## config.mk

```make
export PLATFORM = sky130hd
export DESIGN_NAME = vga_sync_gen_flat
export DESIGN_NICKNAME = d
export VERILOG_FILES = /design/src/rtl/vga_sync_gen_if.sv /design/src/rtl/vga_sync_gen.sv /design/src/flat_wrapper.sv
export SDC_FILE = /design/constraint.sdc
export NUM_CORES = 1
export LEC_CHECK = 0
export CAP_MARGIN = 20
export CORE_MARGIN = 1.5
export CORE_UTILIZATION = 55
export CTS_BUF_LIST = sky130_fd_sc_hd__clkbuf_4 sky130_fd_sc_hd__clkbuf_8 sky130_fd_sc_hd__clkbuf_16
export DETAILED_ROUTE_END_ITERATION = 12
export PLACE_DENSITY = 0.84
export SYNTH_ARGS = -nofsm -noshare
export SYNTH_HDL_FRONTEND = slang
export SYNTH_SLANG_ARGS = --single-unit
```

## constraint.sdc

```tcl
create_clock -name reloj -period 7.3 [get_ports reloj]
set_clock_uncertainty 0.2 [all_clocks]
set_input_delay 1.46 -clock reloj [delete_from_list [all_inputs] [get_ports reloj]]
set_output_delay 1.46 -clock reloj [all_outputs]
set_load 0.05 [all_outputs]
```

## src/rtl/vga_sync_gen_if.sv

```systemverilog
// vga_sync_gen_if: timing bundle from the VGA sync generator to the
// character-position / font ROM stages and to the frame-rate logic.
interface vga_sync_gen_if;
  logic [9:0] Qh;        // horizontal pixel counter
  logic [9:0] Qv;        // vertical line counter
  logic       p_tick;    // pixel-rate enable
  logic       hsync;     // active-low horizontal sync
  logic       vsync;     // active-low vertical sync
  logic       video_on;  // visible-area flag
  logic       f_tick;    // one-cycle end-of-frame pulse

  modport master (output Qh, Qv, p_tick, hsync, vsync, video_on, f_tick);
  modport slave  (input  Qh, Qv, p_tick, hsync, vsync, video_on, f_tick);
endinterface

```

## src/rtl/vga_sync_gen.sv

```systemverilog
// vga_sync_gen: pixel-rate divider, horizontal/vertical counters, sync and
// blanking flags, and an end-of-frame pulse for the VGA text path.
// Optional macro VGA_SYNC_DELAY_EN: delays hsync/vsync/video_on by two reloj
// cycles so they line up with the font ROM address and data registers.
module vga_sync_gen #(
  parameter int unsigned DIV       = 4,
  parameter int unsigned H_DISPLAY = 640,
  parameter int unsigned H_FP      = 16,
  parameter int unsigned H_SYNC    = 96,
  parameter int unsigned H_BP      = 48,
  parameter int unsigned V_DISPLAY = 480,
  parameter int unsigned V_FP      = 10,
  parameter int unsigned V_SYNC    = 2,
  parameter int unsigned V_BP      = 33
) (
  input  logic           reloj,
  input  logic           resetM,
  vga_sync_gen_if.master vga_o
);

  localparam int unsigned H_TOTAL = H_DISPLAY + H_FP + H_SYNC + H_BP;
  localparam int unsigned V_TOTAL = V_DISPLAY + V_FP + V_SYNC + V_BP;
  localparam int unsigned DIV_W   = (DIV > 1) ? $clog2(DIV) : 1;

  localparam logic [DIV_W-1:0] DIV_LAST = DIV_W'(DIV - 1);
  localparam logic [DIV_W-1:0] DIV_ONE  = DIV_W'(1);
  localparam logic [9:0] H_LAST   = 10'(H_TOTAL - 1);
  localparam logic [9:0] V_LAST   = 10'(V_TOTAL - 1);
  localparam logic [9:0] H_VIS    = 10'(H_DISPLAY);
  localparam logic [9:0] V_VIS    = 10'(V_DISPLAY);
  localparam logic [9:0] HS_FIRST = 10'(H_DISPLAY + H_FP);
  localparam logic [9:0] HS_LAST  = 10'(H_DISPLAY + H_FP + H_SYNC - 1);
  localparam logic [9:0] VS_FIRST = 10'(V_DISPLAY + V_FP);
  localparam logic [9:0] VS_LAST  = 10'(V_DISPLAY + V_FP + V_SYNC - 1);

  typedef struct packed {
    logic hsync;
    logic vsync;
    logic video_on;
  } sync_flags_t;

  logic [DIV_W-1:0] div_q, div_d;
  logic [9:0]       qh_q, qh_d;
  logic [9:0]       qv_q, qv_d;
  logic             p_tick;
  logic             frame_wrap;
  logic             f_tick_q;
  sync_flags_t      flags_q, flags_d;
  sync_flags_t      flags_out;

  assign p_tick = (div_q == DIV_LAST);

  // Next-state counters, and flags decoded from the next-state counters so
  // the registered flags always describe the Qh/Qv being presented.
  always_comb begin
    // NOTE: every variable gets a default before any branch so no latch is inferred.
    div_d      = p_tick ? '0 : div_q + DIV_ONE;
    qh_d       = qh_q;
    qv_d       = qv_q;
    frame_wrap = 1'b0;
    if (p_tick) begin
      if (qh_q == H_LAST) begin
        qh_d = '0;
        if (qv_q == V_LAST) begin
          qv_d       = '0;
          frame_wrap = 1'b1;
        end else begin
          qv_d = qv_q + 10'd1;
        end
      end else begin
        qh_d = qh_q + 10'd1;
      end
    end
    flags_d.hsync    = !((qh_d >= HS_FIRST) && (qh_d <= HS_LAST));
    flags_d.vsync    = !((qv_d >= VS_FIRST) && (qv_d <= VS_LAST));
    flags_d.video_on = (qh_d < H_VIS) && (qv_d < V_VIS);
  end

  // Timing state register; reset wins over any wrap, so f_tick stays low.
  always_ff @(posedge reloj) begin
    // NOTE: sequential state uses non-blocking assignments so all flops update together.
    if (resetM) begin
      div_q    <= '0;
      qh_q     <= '0;
      qv_q     <= '0;
      flags_q  <= '1;
      f_tick_q <= 1'b0;
    end else begin
      div_q    <= div_d;
      qh_q     <= qh_d;
      qv_q     <= qv_d;
      flags_q  <= flags_d;
      f_tick_q <= frame_wrap;
    end
  end

`ifdef VGA_SYNC_DELAY_EN
  sync_flags_t dly1_q, dly2_q;

  // Two-stage flag delay matching the font ROM address and data registers.
  always_ff @(posedge reloj) begin
    // NOTE: the delay stages are reset too, so sync stays inactive until real values arrive.
    if (resetM) begin
      dly1_q <= '1;
      dly2_q <= '1;
    end else begin
      dly1_q <= flags_q;
      dly2_q <= dly1_q;
    end
  end

  assign flags_out = dly2_q;
`else
  assign flags_out = flags_q;
`endif

  assign vga_o.Qh       = qh_q;
  assign vga_o.Qv       = qv_q;
  assign vga_o.p_tick   = p_tick;
  assign vga_o.hsync    = flags_out.hsync;
  assign vga_o.vsync    = flags_out.vsync;
  assign vga_o.video_on = flags_out.video_on;
  assign vga_o.f_tick   = f_tick_q;

endmodule
```

## src/flat_wrapper.sv

```systemverilog
// flat-port wrapper written by rule: the top's interface ports become plain ports
module vga_sync_gen_flat 
#(
  parameter int unsigned DIV       = 4,
  parameter int unsigned H_DISPLAY = 640,
  parameter int unsigned H_FP      = 16,
  parameter int unsigned H_SYNC    = 96,
  parameter int unsigned H_BP      = 48,
  parameter int unsigned V_DISPLAY = 480,
  parameter int unsigned V_FP      = 10,
  parameter int unsigned V_SYNC    = 2,
  parameter int unsigned V_BP      = 33
)
  (reloj, resetM, vga_o_Qh, vga_o_Qv, vga_o_p_tick, vga_o_hsync, vga_o_vsync, vga_o_video_on, vga_o_f_tick);
  vga_sync_gen_if vga_o_i ();
  input  logic reloj;
  input  logic resetM;
  output wire logic [$bits(vga_o_i.Qh)-1:0] vga_o_Qh;
  output wire logic [$bits(vga_o_i.Qv)-1:0] vga_o_Qv;
  output wire logic [$bits(vga_o_i.p_tick)-1:0] vga_o_p_tick;
  output wire logic [$bits(vga_o_i.hsync)-1:0] vga_o_hsync;
  output wire logic [$bits(vga_o_i.vsync)-1:0] vga_o_vsync;
  output wire logic [$bits(vga_o_i.video_on)-1:0] vga_o_video_on;
  output wire logic [$bits(vga_o_i.f_tick)-1:0] vga_o_f_tick;
  assign vga_o_Qh = vga_o_i.Qh;
  assign vga_o_Qv = vga_o_i.Qv;
  assign vga_o_p_tick = vga_o_i.p_tick;
  assign vga_o_hsync = vga_o_i.hsync;
  assign vga_o_vsync = vga_o_i.vsync;
  assign vga_o_video_on = vga_o_i.video_on;
  assign vga_o_f_tick = vga_o_i.f_tick;
  vga_sync_gen #(.DIV(DIV), .H_DISPLAY(H_DISPLAY), .H_FP(H_FP), .H_SYNC(H_SYNC), .H_BP(H_BP), .V_DISPLAY(V_DISPLAY), .V_FP(V_FP), .V_SYNC(V_SYNC), .V_BP(V_BP)) u_core (.reloj(reloj), .resetM(resetM), .vga_o(vga_o_i));
endmodule
```

==> reports/metrics.csv, run 1 <==
stage,metric,value,unit
sta,"Setup violations, final",0,
cells_and_area,P&R area growth vs syn,18.6,%
placed_design,Cells after DPL,212,
hold_path,Hold Crit Class,reg2reg,
critical_path,Critical Path RT,5.64,ns
sta,final period utilization,50.6,%
synthesis,simple-gate area share of the yosys netlist,31.0,%
cells_and_area,Nets,193,
critical_path,Worst Setup SP,u_core.div_q[0],
critical_path,R2R setup slack,4.25,ns
synthesis,largest family of logic cells by synthesized area,simple AND/OR/NAND/NOR gates,
cells_and_area,share of layout cells above drive strength 1,6.99,%
global_routing,All-Layer GR Usage,23.0,%
route,Routed Antenna Nets,0,
route,Vias,1358,
global_routing,largest net degree at the start of global routing,21,
floorplan,Die Y,54.5,um
critical_path,Crit Path Class,reg2out,
global_routing,vias in the first global route,1132,
synthesis,compound-cell area share of the yosys netlist,13.2,%
pwr,Gate power share,6.6,%
clock_tree,clk sinks,26,
clock_tree,CTS buffer count,3,
critical_path,CP Launch Type,register,
sta,Worst Max-Slew Pin Slew,0.826,ns
pwr,Clock power frac,38.3,%
critical_path,Crit Reg-Reg Startpoint,u_core.div_q[0],
critical_path,crit-path max cell delay,0.89,ns
cells_and_area,final cell count without fillers,216,
clock_tree,H-tree Lvls,1,
global_routing,initial antenna violation count,0,
sta,Setup TNS,0,ns
floorplan,Die W,54.5,um
critical_path,Worst Setup EP,vga_o_p_tick,
route,DRC errors left,0,
synthesis,syn_nets,171,
synthesis,post-synthesis mux area share,1.37,%
placed_design,Post-DP Area,1670,um2
sta,minimum clock period after layout,3.69,ns
global_routing,global route overflow,0,
clock_tree,Clock Tree Root,clkbuf_4,
sta,final hold vios,0,
sta,Rel. slew slack,44.5,%
pwr,LEAKAGE,0.537,nW
floorplan,Die ar.,2970,um2
pwr,Sw Pwr,0.0000602,W
floorplan,core area,2500,um2
sta,fmax,271,MHz
cells_and_area,Inserted Diodes,0,
route,total routed wirelength,3220,um
route,Via density,6.29,
pwr,Int Pwr,0.000207,W
global_routing,first-pass GRT wire length,5000,um
pwr,Sequential Power Share,55.1,%
synthesis,synth unique cells,46,
synthesis,Synth Area in XOR/XNOR,8.42,%
floorplan,IO Pins,27,
hold_path,Worst Hold Path Cells,1,
pwr,Sw Share,22.6,%
critical_path,cell with the largest stage delay on the worst path,clkdlybuf4s50_1,
sta,RSZ-0062 raised after global routing,no,
pwr,Cell Pwr Density,154,nW/um2
critical_path,WP data arrival,2.03,ns
clock_tree,number of hold buffers added after cts,0,
synthesis,Synth Instances,165,
hold_path,hold path startpoint,u_core.div_q[0],
synthesis,Ys Warns,0,
route,wire length per cell,14.9,um
placed_design,hpwl dp,2280,um
floorplan,Initial Utilization,58.3,%
placed_design,number of I/O port buffers,26,
clock_tree,TritonCTS clock tree,built,
clock_tree,Post-CTS Setup Repair Bufs,0,
clock_tree,CTS-repair resized insts,0,
route,drt pass-1 iters,6,
synthesis,adder-cell share of the synthesized area,3.44,%
route,initial drt markers,46,
synthesis,Synth Cell Area,1460,um2
clock_tree,CTS Buffer Depth,2,
critical_path,Critical Path End Type,output port,
cells_and_area,Final Cell Area,1730,um2
synthesis,register area share after synthesis,35.7,%
placed_design,GPL Wtd Cong,0.870,
synthesis,Synth Register Bits,26,
critical_path,critical-path cell list,ha_1 -> clkdlybuf4s50_1,
critical_path,crit path max fanout,14,
floorplan,Std-Cell Rows,18,
flow_run,max-cap viol count,0,
sta,final slew viol count,0,
clock_tree,worst-skew pair later-pin latency,0.34,ns
critical_path,RR Endpoint,u_core.vga_o.vsync,
synthesis,syn avg cell area,8.83,um2
critical_path,FF-to-FF path depth,6,
outcome,status,"complete, no violations",
clock_tree,clock-pin slew on the worst setup and hold paths,0.15,ns
pwr,worst vdd ir,0.107,mV
-- layout make-up --
class / count / area (um2)
clock buffers: 3 / 22.5
clock inverters: 1 / 30.0
fillers: 205 / 773
inverters: 3 / 11.3
multi-input cells: 126 / 837
flip-flops and latches: 26 / 520
well taps: 30 / 37.5
repair buffers: 27 / 268
-- routing by layer --
metal  GRT usage [%]  vias up  wire length (um)
li1                -      658                 -
met1            33.6      647              1550
met2            33.5       48              1460
met3            2.46        5               166
met4            10.4        0                46
met5               0        -                 0
-- cells in the final DEF, fill, tap and decap left out, types with 4 or more instances in the layout --
cell type,synthesis,routed
clkdlybuf4s50_1,0,26
dfxtp_1,26,26
nand2_1,9,9
nand4_1,8,8
nor2_1,17,17
a211oi_1,4,4
xor2_1,5,5
xnor2_1,9,9
ha_1,4,4
nand3_1,9,9
nor3_1,11,11
a21oi_1,5,5
nand4b_1,4,4
-- flip-flops by register name, indices dropped and copies added (netlist names) --
signal / count
u_core.div_q: 2
u_core.vga_o.Qh: 10
u_core.vga_o.Qv: 10
u_core.vga_o.f_tick: 1
u_core.vga_o.hsync: 1
u_core.vga_o.video_on: 1
u_core.vga_o.vsync: 1
-- worst min-delay path by stage --
stage                 endpoint  slack (ns)
2_1_floorplan  u_core.div_q[0]        0.20
3_3_place_gp   u_core.div_q[0]        0.21
3_5_place_dp   u_core.div_q[0]        0.22
4_1_cts        u_core.div_q[0]        0.24
5_1_grt        u_core.div_q[0]        0.26
6_report       u_core.div_q[0]        0.24
-- cell usage after synthesis (all sizes together) --
library cell,instances,area share [%]
o21ai,3,1.0
a211o,1,0.69
nor2,17,4.4
a21oi,6,2.3
inv,3,0.77
clkbuf,2,0.52
nor4,2,0.86
a22oi,1,0.52
a21o,1,0.52
a31oi,2,0.86
nand2,9,2.3
mux2i,2,1.4
nand3b,1,0.52
ha,4,3.4
o2111ai,1,0.60
a31o,1,0.60
nand3,9,3.1
o31ai,2,1.0
or4,3,1.5
or4b,1,0.94
o311ai,2,1.2
nand4b,4,2.4
a211oi,4,2.1
o41ai,1,0.60
and2b,2,1.0
or3,3,1.7
nand2b,2,0.86
nor3,11,3.8
xnor2,9,5.4
dfxtp,26,36
nand4,8,3.4
nor3b,1,0.52
o41a,1,0.77
xor2,5,3.0
or3b,1,0.60
nor4bb,1,0.69
buf,8,5.5
and3,1,0.43
and4,3,1.9
o22ai,1,0.43
-- power groups by stage --
stage / logic (W) / clock network, W / registers (W)
floorplan: 0.0000102 / 0 / 0.000153
global placement: 0.0000173 / 0 / 0.000150
detailed placement: 0.0000177 / 0 / 0.000150
CTS: 0.0000177 / 0.000105 / 0.000147
global route: 0.0000192 / 0.000108 / 0.000147
finish: 0.0000176 / 0.000102 / 0.000147
-- critical path: cells and delay by family (launching register included) --
family,cells,cell delay [ns]
adder cells (fa/ha/maj),1,0.44
flip-flops,1,0.37
buffers and inverters,1,0.89
-- metrics by stage --
stage	setup WS [ns]	utilization [%]	hold WS, ns	total power, W
floorplan	4.48	-	0.204	0.000163
global placement	4.03	67.0	0.213	0.000167
CTS	3.61	69.1	0.242	0.000269
finish	3.61	69.1	0.242	0.000267
detailed placement	4.00	67.0	0.222	0.000168
global route	3.51	69.1	0.261	0.000275
-- cell families (layout without fill, tap and decap cells) --
kind of cell	count (synthesis)	after routing
muxes	2	2
AOI/OAI and AO/OA	27	27
adders and majority gates	4	4
xor gates and xnor gates	14	14
and+or+nand+nor	79	79
buffers and inverters	13	34
DFF	26	26
Power figures use the tool's default switching activity.
==> run 2: changes to the inputs <==
--- a/config.mk
+++ b/config.mk
@@ -7,10 +7,10 @@
 export LEC_CHECK = 0
 export CAP_MARGIN = 20
 export CORE_MARGIN = 1.5
-export CORE_UTILIZATION = 55
+export CORE_UTILIZATION = 51
 export CTS_BUF_LIST = sky130_fd_sc_hd__clkbuf_4 sky130_fd_sc_hd__clkbuf_8 sky130_fd_sc_hd__clkbuf_16
 export DETAILED_ROUTE_END_ITERATION = 12
-export PLACE_DENSITY = 0.84
+export PLACE_DENSITY = 0.79
 export SYNTH_ARGS = -nofsm -noshare
 export SYNTH_HDL_FRONTEND = slang
 export SYNTH_SLANG_ARGS = --single-unit
==> constraint.sdc (replaced) <==
create_clock -name reloj -period 3.58 [get_ports reloj]
set_clock_uncertainty 0.2 [all_clocks]
set_input_delay 0.716 -clock reloj [delete_from_list [all_inputs] [get_ports reloj]]
set_output_delay 0.716 -clock reloj [all_outputs]
set_load 0.05 [all_outputs]
==> run 2 against run 1 <==
Compared with the run above:
- setup slack worse by 2.8 ns
- clock-buffer cell count is 1 higher
- largest cell class unchanged
- largest power group unchanged
- die area is 7.4% higher
- combinational power is 110% higher
- critical endpoint unchanged
==> reports/metrics.csv, run 2 (synthesized netlist as in run 1, its figures left out) <==
stage,metric,value,unit
outcome,status,"complete, no violations",
placed_design,GPL Wtd Cong,0.875,
floorplan,Initial Utilization,53.3,%
sta,final period utilization,77.8,%
floorplan,Die ar.,3190,um2
pwr,Int Pwr,0.000371,W
clock_tree,CTS-repair resized insts,0,
critical_path,FF-to-FF path depth,5,
cells_and_area,most frequent cells in the layout,"clkdlybuf4s50_1 (26), dfxtp_1 (26), nor2_1 (17)",
clock_tree,Post-CTS Setup Repair Bufs,0,
pwr,Clock power frac,30.9,%
cells_and_area,Nets,194,
critical_path,Critical Path End Type,output port,
route,Routed Antenna Nets,0,
sta,"Setup violations, final",0,
cells_and_area,Final Cell Area,1720,um2
critical_path,CP Launch Type,register,
clock_tree,number of hold buffers added after cts,0,
cells_and_area,P&R area growth vs syn,18.0,%
sta,fmax,359,MHz
placed_design,hpwl dp,2390,um
critical_path,crit path max fanout,13,
sta,final hold vios,0,
placed_design,Cells after DPL,214,
global_routing,largest net degree at the start of global routing,21,
route,initial drt markers,37,
floorplan,Die Y,56.4,um
pwr,Sw Share,23.8,%
route,DRC errors left,0,
route,drt pass-1 iters,4,
pwr,Gate power share,7.6,%
sta,Setup TNS,0,ns
pwr,Pwr Total,0.000486,W
route,wire length per cell,15.1,um
critical_path,Top delay family on crit path,buffers and inverters,
floorplan,Die W,56.4,um
clock_tree,CTS Buffer Depth,2,
route,Via density,6.11,
clock_tree,Clock Tree Root,clkbuf_4,
critical_path,Worst Setup EP,vga_o_p_tick,
route,total routed wirelength,3280,um
clock_tree,clk sinks,26,
clock_tree,clock-pin slew on the worst setup and hold paths,0.13,ns
critical_path,WP data arrival,1.87,ns
pwr,Sw Pwr,0.000116,W
sta,final slew viol count,0,
route,Vias,1331,
clock_tree,CTS buffer count,3,
hold_path,Hold Crit Class,reg2reg,
sta,minimum clock period after layout,2.79,ns
floorplan,Std-Cell Rows,19,
clock_tree,worst-skew pair later-pin latency,0.33,ns
pwr,Cell Pwr Density,283,nW/um2
global_routing,first-pass GRT wire length,5580,um
sta,Rel. slew slack,46.5,%
flow_run,max-cap viol count,0,
critical_path,R2R setup slack,0.94,ns
pwr,worst vdd ir,0.274,mV
clock_tree,H-tree Lvls,1,
floorplan,IO Pins,27,
clock_tree,TritonCTS clock tree,built,
critical_path,Crit Reg-Reg Startpoint,u_core.vga_o.Qh[5],
pwr,LEAKAGE,0.536,nW
floorplan,core area,2730,um2
critical_path,critical-path cell list,ha_1 -> buf_4 -> clkdlybuf4s50_1,
global_routing,initial antenna violation count,0,
sta,RSZ-0062 raised after global routing,no,
sta,Worst Max-Slew Pin Slew,0.792,ns
cells_and_area,final cell count without fillers,218,
pwr,Sequential Power Share,61.5,%
placed_design,Post-DP Area,1680,um2
placed_design,number of I/O port buffers,26,
global_routing,All-Layer GR Usage,21.7,%
critical_path,RR Endpoint,u_core.vga_o.video_on,
critical_path,Worst path depth,3,
critical_path,Crit Path Class,reg2out,
critical_path,Worst Setup SP,u_core.div_q[0],
critical_path,Critical path buffers and inverters,2,
global_routing,vias in the first global route,1199,
global_routing,global route overflow,0,
cells_and_area,Inserted Diodes,0,
cells_and_area,share of layout cells above drive strength 1,7.49,%
critical_path,cell with the largest stage delay on the worst path,clkdlybuf4s50_1,
critical_path,Critical Path RT,2.66,ns
critical_path,crit-path max cell delay,0.83,ns
==> run 2: stage by stage <==
step	hold WS, ns	setup WS (ns)	utilization, %
2_1_floorplan	0.204	0.757	-
3_3_place_gp	0.212	1.02	61.6
3_5_place_dp	0.223	1.00	61.6
4_1_cts	0.241	0.787	62.9
5_1_grt	0.293	0.716	62.9
6_report	0.245	0.793	62.9
==> run 2: area by class of cell <==
type | instances | area, um2
flip-flops and latches | 26 | 520
multi-input cells | 126 | 837
fillers | 236 | 1010
inverters | 3 | 11.3
clock buffers | 4 | 36.3
well taps | 31 | 38.8
repair buffers | 28 | 275
==> run 2: power by group through the flow <==
stage	clock (W)	sequential, W	combinational [W]
after global routing	0.000162	0.000301	0.0000403
after detailed placement	0	0.000306	0.0000370
final	0.000150	0.000299	0.0000370
after floorplan	0	0.000312	0.0000209
after global placement	0	0.000305	0.0000362
after CTS	0.000153	0.000299	0.0000370
==> run 2: routing by layer <==
metal | track usage, % | share of wire (%) | up-vias
li1 | - | - | 660
met1 | 30.8 | 49 | 630
met2 | 31.4 | 44 | 36
met3 | 5.99 | 5.7 | 5
met4 | 7.48 | 1.2 | 0
met5 | 0 | 0 | -
==> run 2: worst min path at each step <==
stage               depth (start not counted)  slack [ns]               to            start
finish                                      1        0.24  u_core.div_q[0]  u_core.div_q[0]
global route                                1        0.29  u_core.div_q[0]  u_core.div_q[0]
global placement                            1        0.21  u_core.div_q[0]  u_core.div_q[0]
detailed placement                          1        0.22  u_core.div_q[0]  u_core.div_q[0]
CTS                                         1        0.24  u_core.div_q[0]  u_core.div_q[0]
floorplan                                   1        0.20  u_core.div_q[0]  u_core.div_q[0]
